==> src/rtl/alu_seq.sv <==
// alu_seq: parametrised sequential ALU with multi-cycle shifts and a chained shift/carry bit
module alu_seq #(
  parameter int W  = 8,
  parameter int SW = $clog2(W)
) (
  input  logic          Clk,
  input  logic          Reset,
  input  logic          InValid,
  output logic          InReady,
  input  logic [W-1:0]  DatA,
  input  logic [W-1:0]  DatB,
  input  logic [2:0]    ALUop,
  input  logic [SW-1:0] ShAmt,
  output logic          OutValid,
  input  logic          OutReady,
  output logic [W-1:0]  Rslt,
  output logic          Zero,
  output logic          Par,
  output logic          SCo
);
  localparam logic [0:0] IDLE  = 1'b0;
  localparam logic [0:0] SHIFT = 1'b1;
  logic [0:0]    state;
  logic          sc, fill, lsh, sc_n, out_bit, accept, is_sh, last;
  logic [W-1:0]  work, res, cmp, step;
  logic [SW-1:0] cnt;
  logic [W:0]    sum;
  assign InReady = (state == IDLE) & (!OutValid | OutReady);
  assign accept  = InValid & InReady;
  assign is_sh   = (ALUop == 3'd1 | ALUop == 3'd5) & (ShAmt != '0);
  assign sum     = {1'b0, DatA} + {1'b0, DatB};
  always_comb begin
    cmp    = '0;
    cmp[0] = DatA != DatB;
    cmp[1] = DatA > DatB;
  end
  // zero-distance shifts fall through here as a plain pass of A
  assign res = ALUop == 3'd0 ? sum[W-1:0] :
               ALUop == 3'd4 ? DatA - DatB :
               ALUop == 3'd2 ? DatA & DatB :
               ALUop == 3'd3 ? DatA | DatB :
               ALUop == 3'd6 ? cmp :
               (ALUop == 3'd1 | ALUop == 3'd5) ? DatA : '0;
  assign sc_n    = ALUop == 3'd0 ? sum[W] : ALUop == 3'd4 ? DatA < DatB : sc;
  assign step    = lsh ? {work[W-2:0], fill} : {1'b0, work[W-1:1]};
  assign out_bit = lsh ? work[W-1] : work[0];
  assign last    = cnt == SW'(1);
  always_ff @(posedge Clk) begin
    if (Reset) begin
      state    <= IDLE;
      sc       <= 1'b0;
      fill     <= 1'b0;
      lsh      <= 1'b0;
      work     <= '0;
      cnt      <= '0;
      OutValid <= 1'b0;
      Rslt     <= '0;
      Zero     <= 1'b0;
      Par      <= 1'b0;
      SCo      <= 1'b0;
    end else if (state == SHIFT) begin
      work <= step;
      cnt  <= cnt - 1'b1;
      sc   <= out_bit;
      if (last) begin
        state    <= IDLE;
        Rslt     <= step;
        Zero     <= ~|step;
        Par      <= ^step;
        SCo      <= out_bit;
        OutValid <= 1'b1;
      end
    end else if (accept & is_sh) begin
      state    <= SHIFT;
      work     <= DatA;
      cnt      <= ShAmt;
      lsh      <= ALUop == 3'd1;
      fill     <= sc;
      OutValid <= 1'b0;
    end else if (accept) begin
      Rslt     <= res;
      Zero     <= ~|res;
      Par      <= ^res;
      sc       <= sc_n;
      SCo      <= sc_n;
      OutValid <= 1'b1;
    end else if (OutReady) begin
      OutValid <= 1'b0;
    end
  end
endmodule

==> config.mk <==
export PLATFORM = sky130hd
export DESIGN_NAME = alu_seq
export DESIGN_NICKNAME = d
export VERILOG_FILES = /design/src/rtl/alu_seq.sv
export SDC_FILE = /design/constraint.sdc
export NUM_CORES = 1
export LEC_CHECK = 0
export ABC_CLOCK_PERIOD_IN_PS = 7400
export CAP_MARGIN = 20
export CORE_ASPECT_RATIO = 1.25
export CORE_MARGIN = 2
export CORE_UTILIZATION = 55
export DETAILED_ROUTE_END_ITERATION = 12
export GPL_TIMING_DRIVEN = 0
export HOLD_SLACK_MARGIN = 0.05
export PLACE_DENSITY_LB_ADDON = 0.25
export SLEW_MARGIN = 20
export SYNTH_ARGS = -nofsm -noshare
export SYNTH_HDL_FRONTEND = slang
export SYNTH_SLANG_ARGS = --single-unit
==> constraint.sdc <==
create_clock -name Clk -period 7.4 [get_ports Clk]
set_clock_uncertainty 0.1 [all_clocks]
set_input_delay 1.48 -clock Clk [delete_from_list [all_inputs] [get_ports Clk]]
set_output_delay 1.48 -clock Clk [all_outputs]
set_load 0.03 [all_outputs]
==> results.yml <==
power_and_ir_drop:
  power.leakage_nw: 1.265
  ir_worst_vdd_mv: 0.07402
  powerDensity_nw_per_um2: 143.1
  power_w: 0.0004594
clocking:
  htree_levels: 1
  cts_tree: "built"
  postCtsHoldBufs: 0
  cts_buffer_depth: 2
  ctsResizeCount: 0
  clock_sinks: 27
  ctsRootBufferMaster: "clkbuf_8"
  cts_made_buffers: 3
  path_clk_slew_ps: 90
  clock_latency_ps: 280
  postCtsSetupBuffers: 0
synthesis:
  netlist-cell-type-count: 60
  yosys-top-cells-area: "dfxtp_1 20%, ha_1 16%, nor2_1 5.4%, a21oi_1 4.8%, mux2i_1 4.8%"
  synth_top_area_share_pct: 19.81
  seq_area_frac_synth_pct: 19.81
  syn_nets: 413
  syn_area_um2: 2729
  yosysWarnings: 0
  synth_edf_count: 0
  avgSynthCellArea_um2: 7.775
  ys_seq_elements: 27
  synth_ff_type: "dfxtp_1"
  syn_inst: 351
  synthArstFlopShare_pct: 0
  yosys.area.top_type: "dfxtp_1"
sta:
  fin_crit_sh_pct: 66.79
  slew_violations: 0
  fin_crit_ps: 4942
  max-slew-margin-rel_pct: 58.65
  finalSetupTns_ps: 0
  worst_slew_pin_slew_ps: 620.3
  hold_viol: 0
  finalSetupViolCount: 0
  fmax_mhz: 202.3
  rsz0062_at_grt: "false"
worst_setup_path:
  path_max_fanout: 4
  cp_top_family: "compound AO/OA/AOI/OAI gates"
  cp.arrival_ps: 5060
  slowest_stage: "clkdlybuf4s50_1"
  critical_path.max_stage_delay_ps: 500
  cp-start-kind: "input port"
  reg2reg_depth: 8
  r2r_setup_slack_ps: 5030
  worst-path-buf-inv: 3
  end_kind: "flip-flop"
  rr_endpoint: "Par$_SDFFE_PP0P_"
  critical_path.cell_chain: "clkdlybuf4s50_1 > inv_1 > ha_1 > inv_1 > fa_1 > nor2b_1 > o211ai_1 > a21boi_0 > or3_1 > a31oi_1 > ha_1 > xor2_1 > xnor2_1 > o211ai_2 > a21oi_2"
  worstSetupPathType: "in -> reg"
  required_ps: 7520
  rr_startpoint: "lsh$_SDFFE_PP0P_"
  crit_start: "DatA[0]"
place:
  gp_congestion: 0.9498
  dp_hpwl_um: 6252
  portBuffers: 36
floorplan:
  initial_utilization_pct: 57.27
  core_area_um2: 4765
  row_count: 28
  ios: 39
  dieWidth_um: 67
  die_h_um: 82.76
  dieArea_um2: 5545
grt:
  gr-total-overflow: 0
  grt_pass1_vias: 2596
  grt_pass1_wl_um: 12470
  gr-usage-all-layers_pct: 29.84
  grt_max_degree: 16
  antenna_found_initial: 0
worst_hold_path:
  hold_path_end: "Par$_SDFFE_PP0P_"
  hold_path.class: "reg -> reg"
  hold_depth: 2
  min_from: "Par$_SDFFE_PP0P_"
layout:
  final_cell_mix: "39 x nor2_1, 36 x clkdlybuf4s50_1, 34 x ha_1"
  diodes: 0
  drive_gt1_share_pct: 5.627
  layout_commonest_cell: "nor2_1"
  fillers: 416
  areaGrowthSynthToFinish_pct: 17.65
  num-nets-final: 454
drt:
  avgViaCountPerCell: 6.060
  wirelength_um: 7815
  first_iter_violations: 215
  dr.pass1.iters: 5
  ant_nets: 0
  vias: 2733
  drc: 0
  avgRoutedWirePerCell_um: 17.33
flow_run:
  drv_cap: 0
status:
  status: "completed"
-- layer usage --
metal | vias to the layer above | share of wire (%) | GRT usage (%)
met4 | 0 | 3.1 | 11.84
met1 | 1274 | 41 | 35.23
met5 | - | 0 | 0
met3 | 21 | 4.2 | 1.897
met2 | 97 | 52 | 55.35
li1 | 1341 | - | -
-- final cells by class --
class	instances	area, µm²	area share [%]
buffer	17	91.34	2.845
inverter	30	112.6	3.507
timing repair buffer	36	360.3	11.22
clock buffer	3	41.29	1.286
tap	60	75.07	2.338
sequential	27	540.5	16.84
clock inverter	1	5.005	0.1559
multi-input combinational	277	1984	61.81
-- state kept, by name, summed over array words and instances, names as in the netlist --
register / flops
lsh: 1
state: 1
OutValid: 1
work: 8
cnt: 3
Zero: 1
fill: 1
SCo: 1
Rslt: 8
sc: 1
Par: 1
-- worst max-delay path by stage --
| stage | slack [ps] | cells past startpoint | to |
|---|---|---|---|
| floorplan | 3310 | 14 | Par$_SDFFE_PP0P_ |
| global placement | 2300 | 15 | Par$_SDFFE_PP0P_ |
| detailed placement | 2200 | 15 | Par$_SDFFE_PP0P_ |
| CTS | 2470 | 15 | Par$_SDFFE_PP0P_ |
| global route | 2260 | 13 | Par$_SDFFE_PP0P_ |
| finish | 2460 | 15 | Par$_SDFFE_PP0P_ |
-- where the power goes --
| part | total [W] | internal (W) | switching (W) |
|---|---|---|---|
| Combinational | 0.000209 | 0.0000902 | 0.000119 |
| Clock | 0.0000863 | 0.0000379 | 0.0000485 |
| Sequential | 0.000164 | 0.000156 | 0.00000750 |
-- worst register-to-register path, stage by stage (launching register included) --
cell	delay [ps]
dfxtp_1	350
clkbuf_1	490
mux2i_1	400
ha_1	300
xnor2_1	210
xnor2_1	140
nand2_1	80
o211ai_2	110
a21oi_2	70
-- cell families (layout without fill, tap and decap cells) --
| group | count (synthesis) | count (layout) | share of synthesized area (%) |
|---|---|---|---|
| flops | 27 | 27 | 19.81 |
| buf+inv | 47 | 87 | 7.473 |
| xor+xnor | 8 | 8 | 2.568 |
| simple gates | 114 | 114 | 20.45 |
| compound gates | 103 | 103 | 26.23 |
| fa+ha+maj | 36 | 36 | 17.06 |
| mux | 16 | 16 | 6.419 |
-- through the flow --
stage / hold slack [ps] / util [%] / setup slack (ps) / instances / area (µm²)
after floorplan: 351.5 / - / 3312 / 351 / 2729
after global placement: 347.6 / 66.41 / 2301 / 447 / 3164
after detailed placement: 362.7 / 66.41 / 2199 / 447 / 3164
after CTS: 375.2 / 67.38 / 2473 / 451 / 3211
after global routing: 399.1 / 67.38 / 2261 / 451 / 3211
final: 367.4 / 67.38 / 2458 / 451 / 3211
-- synthesized netlist by cell type (all sizes together), types with 3 or more instances --
library cell	instances
o21a	3
o22ai	5
nand2	21
nor3	10
a311oi	3
ha	34
inv	30
a211oi	7
o21ai	19
mux2i	13
a21oi	27
dfxtp	27
o211ai	4
and4	3
a221oi	7
xnor2	7
a31oi	5
nand3	8
nand2b	8
or2	3
a21boi	3
or3	3
buf	6
nor2b	10
nor2	41
clkbuf	11
Power figures use the tool's default switching activity.
==> edit: new RTL, same settings <==
The parameter `W` goes from 8 to 4.
--- a/src/rtl/alu_seq.sv
+++ b/src/rtl/alu_seq.sv
@@ -1,6 +1,6 @@
 // alu_seq: parametrised sequential ALU with multi-cycle shifts and a chained shift/carry bit
 module alu_seq #(
-  parameter int W  = 8,
+  parameter int W  = 4,
   parameter int SW = $clog2(W)
 ) (
   input  logic          Clk,
Interface: changed (resized DatA, DatB, Rslt and ShAmt); port bits go from 39 to 26. The function was not compared with the original's and may differ.
==> edit against the original RTL <==
- total power decreased by 40%
- cell count fell by 45%
- combinational power fell by 51%
- critical path depth down 11
- final area decreased by 43%
- sequential share of layout area rose by 2.7 points
- sequential power down 34%
- wire length decreased by 55%
- sequential cell count decreased by 9
- global-route usage fell by 5.2 points
- synthesized area decreased by 44%
- setup slack improved by 0.46 ns
- worst hold slack worse by 0.0080 ns
- utilization increased by 2.0 points
==> edit: results (changes against the original RTL) <==
pin count of the biggest net entering global routing: 11 (-5)
met1 wire length: 1410 um (-56%)
Pre-antenna DRT Iters: 7 (+2)
Top FF cell, synth: dfxtp_1
status: finished, final reports clean
Hold Crit Endpoint: cnt[1]$_SDFFE_PP0P_
count of input and output buffers: 24 (-33%)
Met3 Wirelength: 107 um (-67%)
first-pass GRT wire length: 6110 um (-51%)
M3 GR Usage: 0.0311 (+0.0121)
fin cells: 247 (-45%)
WP data arrival: 2.90 ns (-2.16 ns)
Met2 Wirelength: 1870 um (-54%)
final HPWL from detailed placement: 2880 um (-54%)
M2 GR Usage: 0.446 (-0.107)
Synth top cells by count: 18 x dfxtp_1, 18 x nor2_1, 17 x ha_1
synthesized area per cell: 8.23 sq um (+5.9%)
GP Congestion: 0.868 (-8.6%)
P_int: 182 uW (-36%)
sequential share of the synthesized area: 0.237 (+0.0386)
Global Route met1 Usage: 0.264 (-0.0878)
Root Driver: clkbuf_4
hold_sp: cnt[1]$_SDFFE_PP0P_
cell depth of the worst flop-to-flop path: 7 (-1)
Leak: 0.751 nW (-41%)
Synth area leaders: dfxtp_1 24%, ha_1 14%, mux2i_1 5.3%
ratio of cells with drive above 1 in the final layout: 0.0798 (+0.0235)
Placed Area: 1810 sq um (-43%)
Largest regs: Rslt (4), work (4), cnt (2)
Ys Warns: 0 (unchanged)
FF-to-FF setup slack: 5.46 ns (+0.43 ns)
Synth cell types: 47 (-22%)
switch share: 0.338 (-0.0424)
wire per inst: 14.2 um (-18%)
gr usage total: 0.246 (-0.0524)
Fillers: 220 (-47%)
placed cells: 243 (-46%)
syn_nets: 221 (-46%)
Min Hold Slack: 0.359 ns (-0.00798 ns)
crit path max fanout: 3 (-1)
combinational share of power: 0.376 (-0.079)
routed via count: 1423 (-48%)
worst skew pair latency: 0.31 ns (+0.03 ns)
Peak VDD IR: 84.0 uV (+13%)
Layout Nets: 250 (-45%)
Setup WS pre-CTS: 2.92 ns (+0.724 ns)
crit path from: OutReady
Worst Max-Slew Pin Slew: 0.571 ns (-0.0497 ns)
edit: cell type report:
class                   count  area [sq um]  area share
flip-flops and latches     18           360       0.196
multi-input cells         141          1020       0.555
repair buffers             24           240       0.130
clock buffers               4          36.3      0.0197
plain buffers              11          83.8      0.0455
inverters                  15          56.3      0.0306
well taps                  34          42.5      0.0231
edit: logic make-up (layout without fill, tap and decap cells):
group,Yosys count,after routing,synth area share
xor+xnor,3,3,0.0173
fa+ha+maj,19,19,0.166
mux,8,8,0.0526
buf+inv,26,54,0.0920
simple gates,64,64,0.214
flops,18,18,0.237
compound gates,47,47,0.221
edit: worst max-delay path, stage by stage:
cell and delay (ns):
clkdlybuf4s50_1 0.47, inv_1 0.05, a21oi_1 0.20, clkdlybuf4s50_1 0.70
edit: worst max path at each step:
stage	endpoint	slack, ns	cells past startpoint
floorplan	InReady	3.75	2
global placement	InReady	2.92	4
detailed placement	InReady	2.92	4
CTS	InReady	2.91	4
global route	InReady	2.79	4
finish	InReady	2.92	4
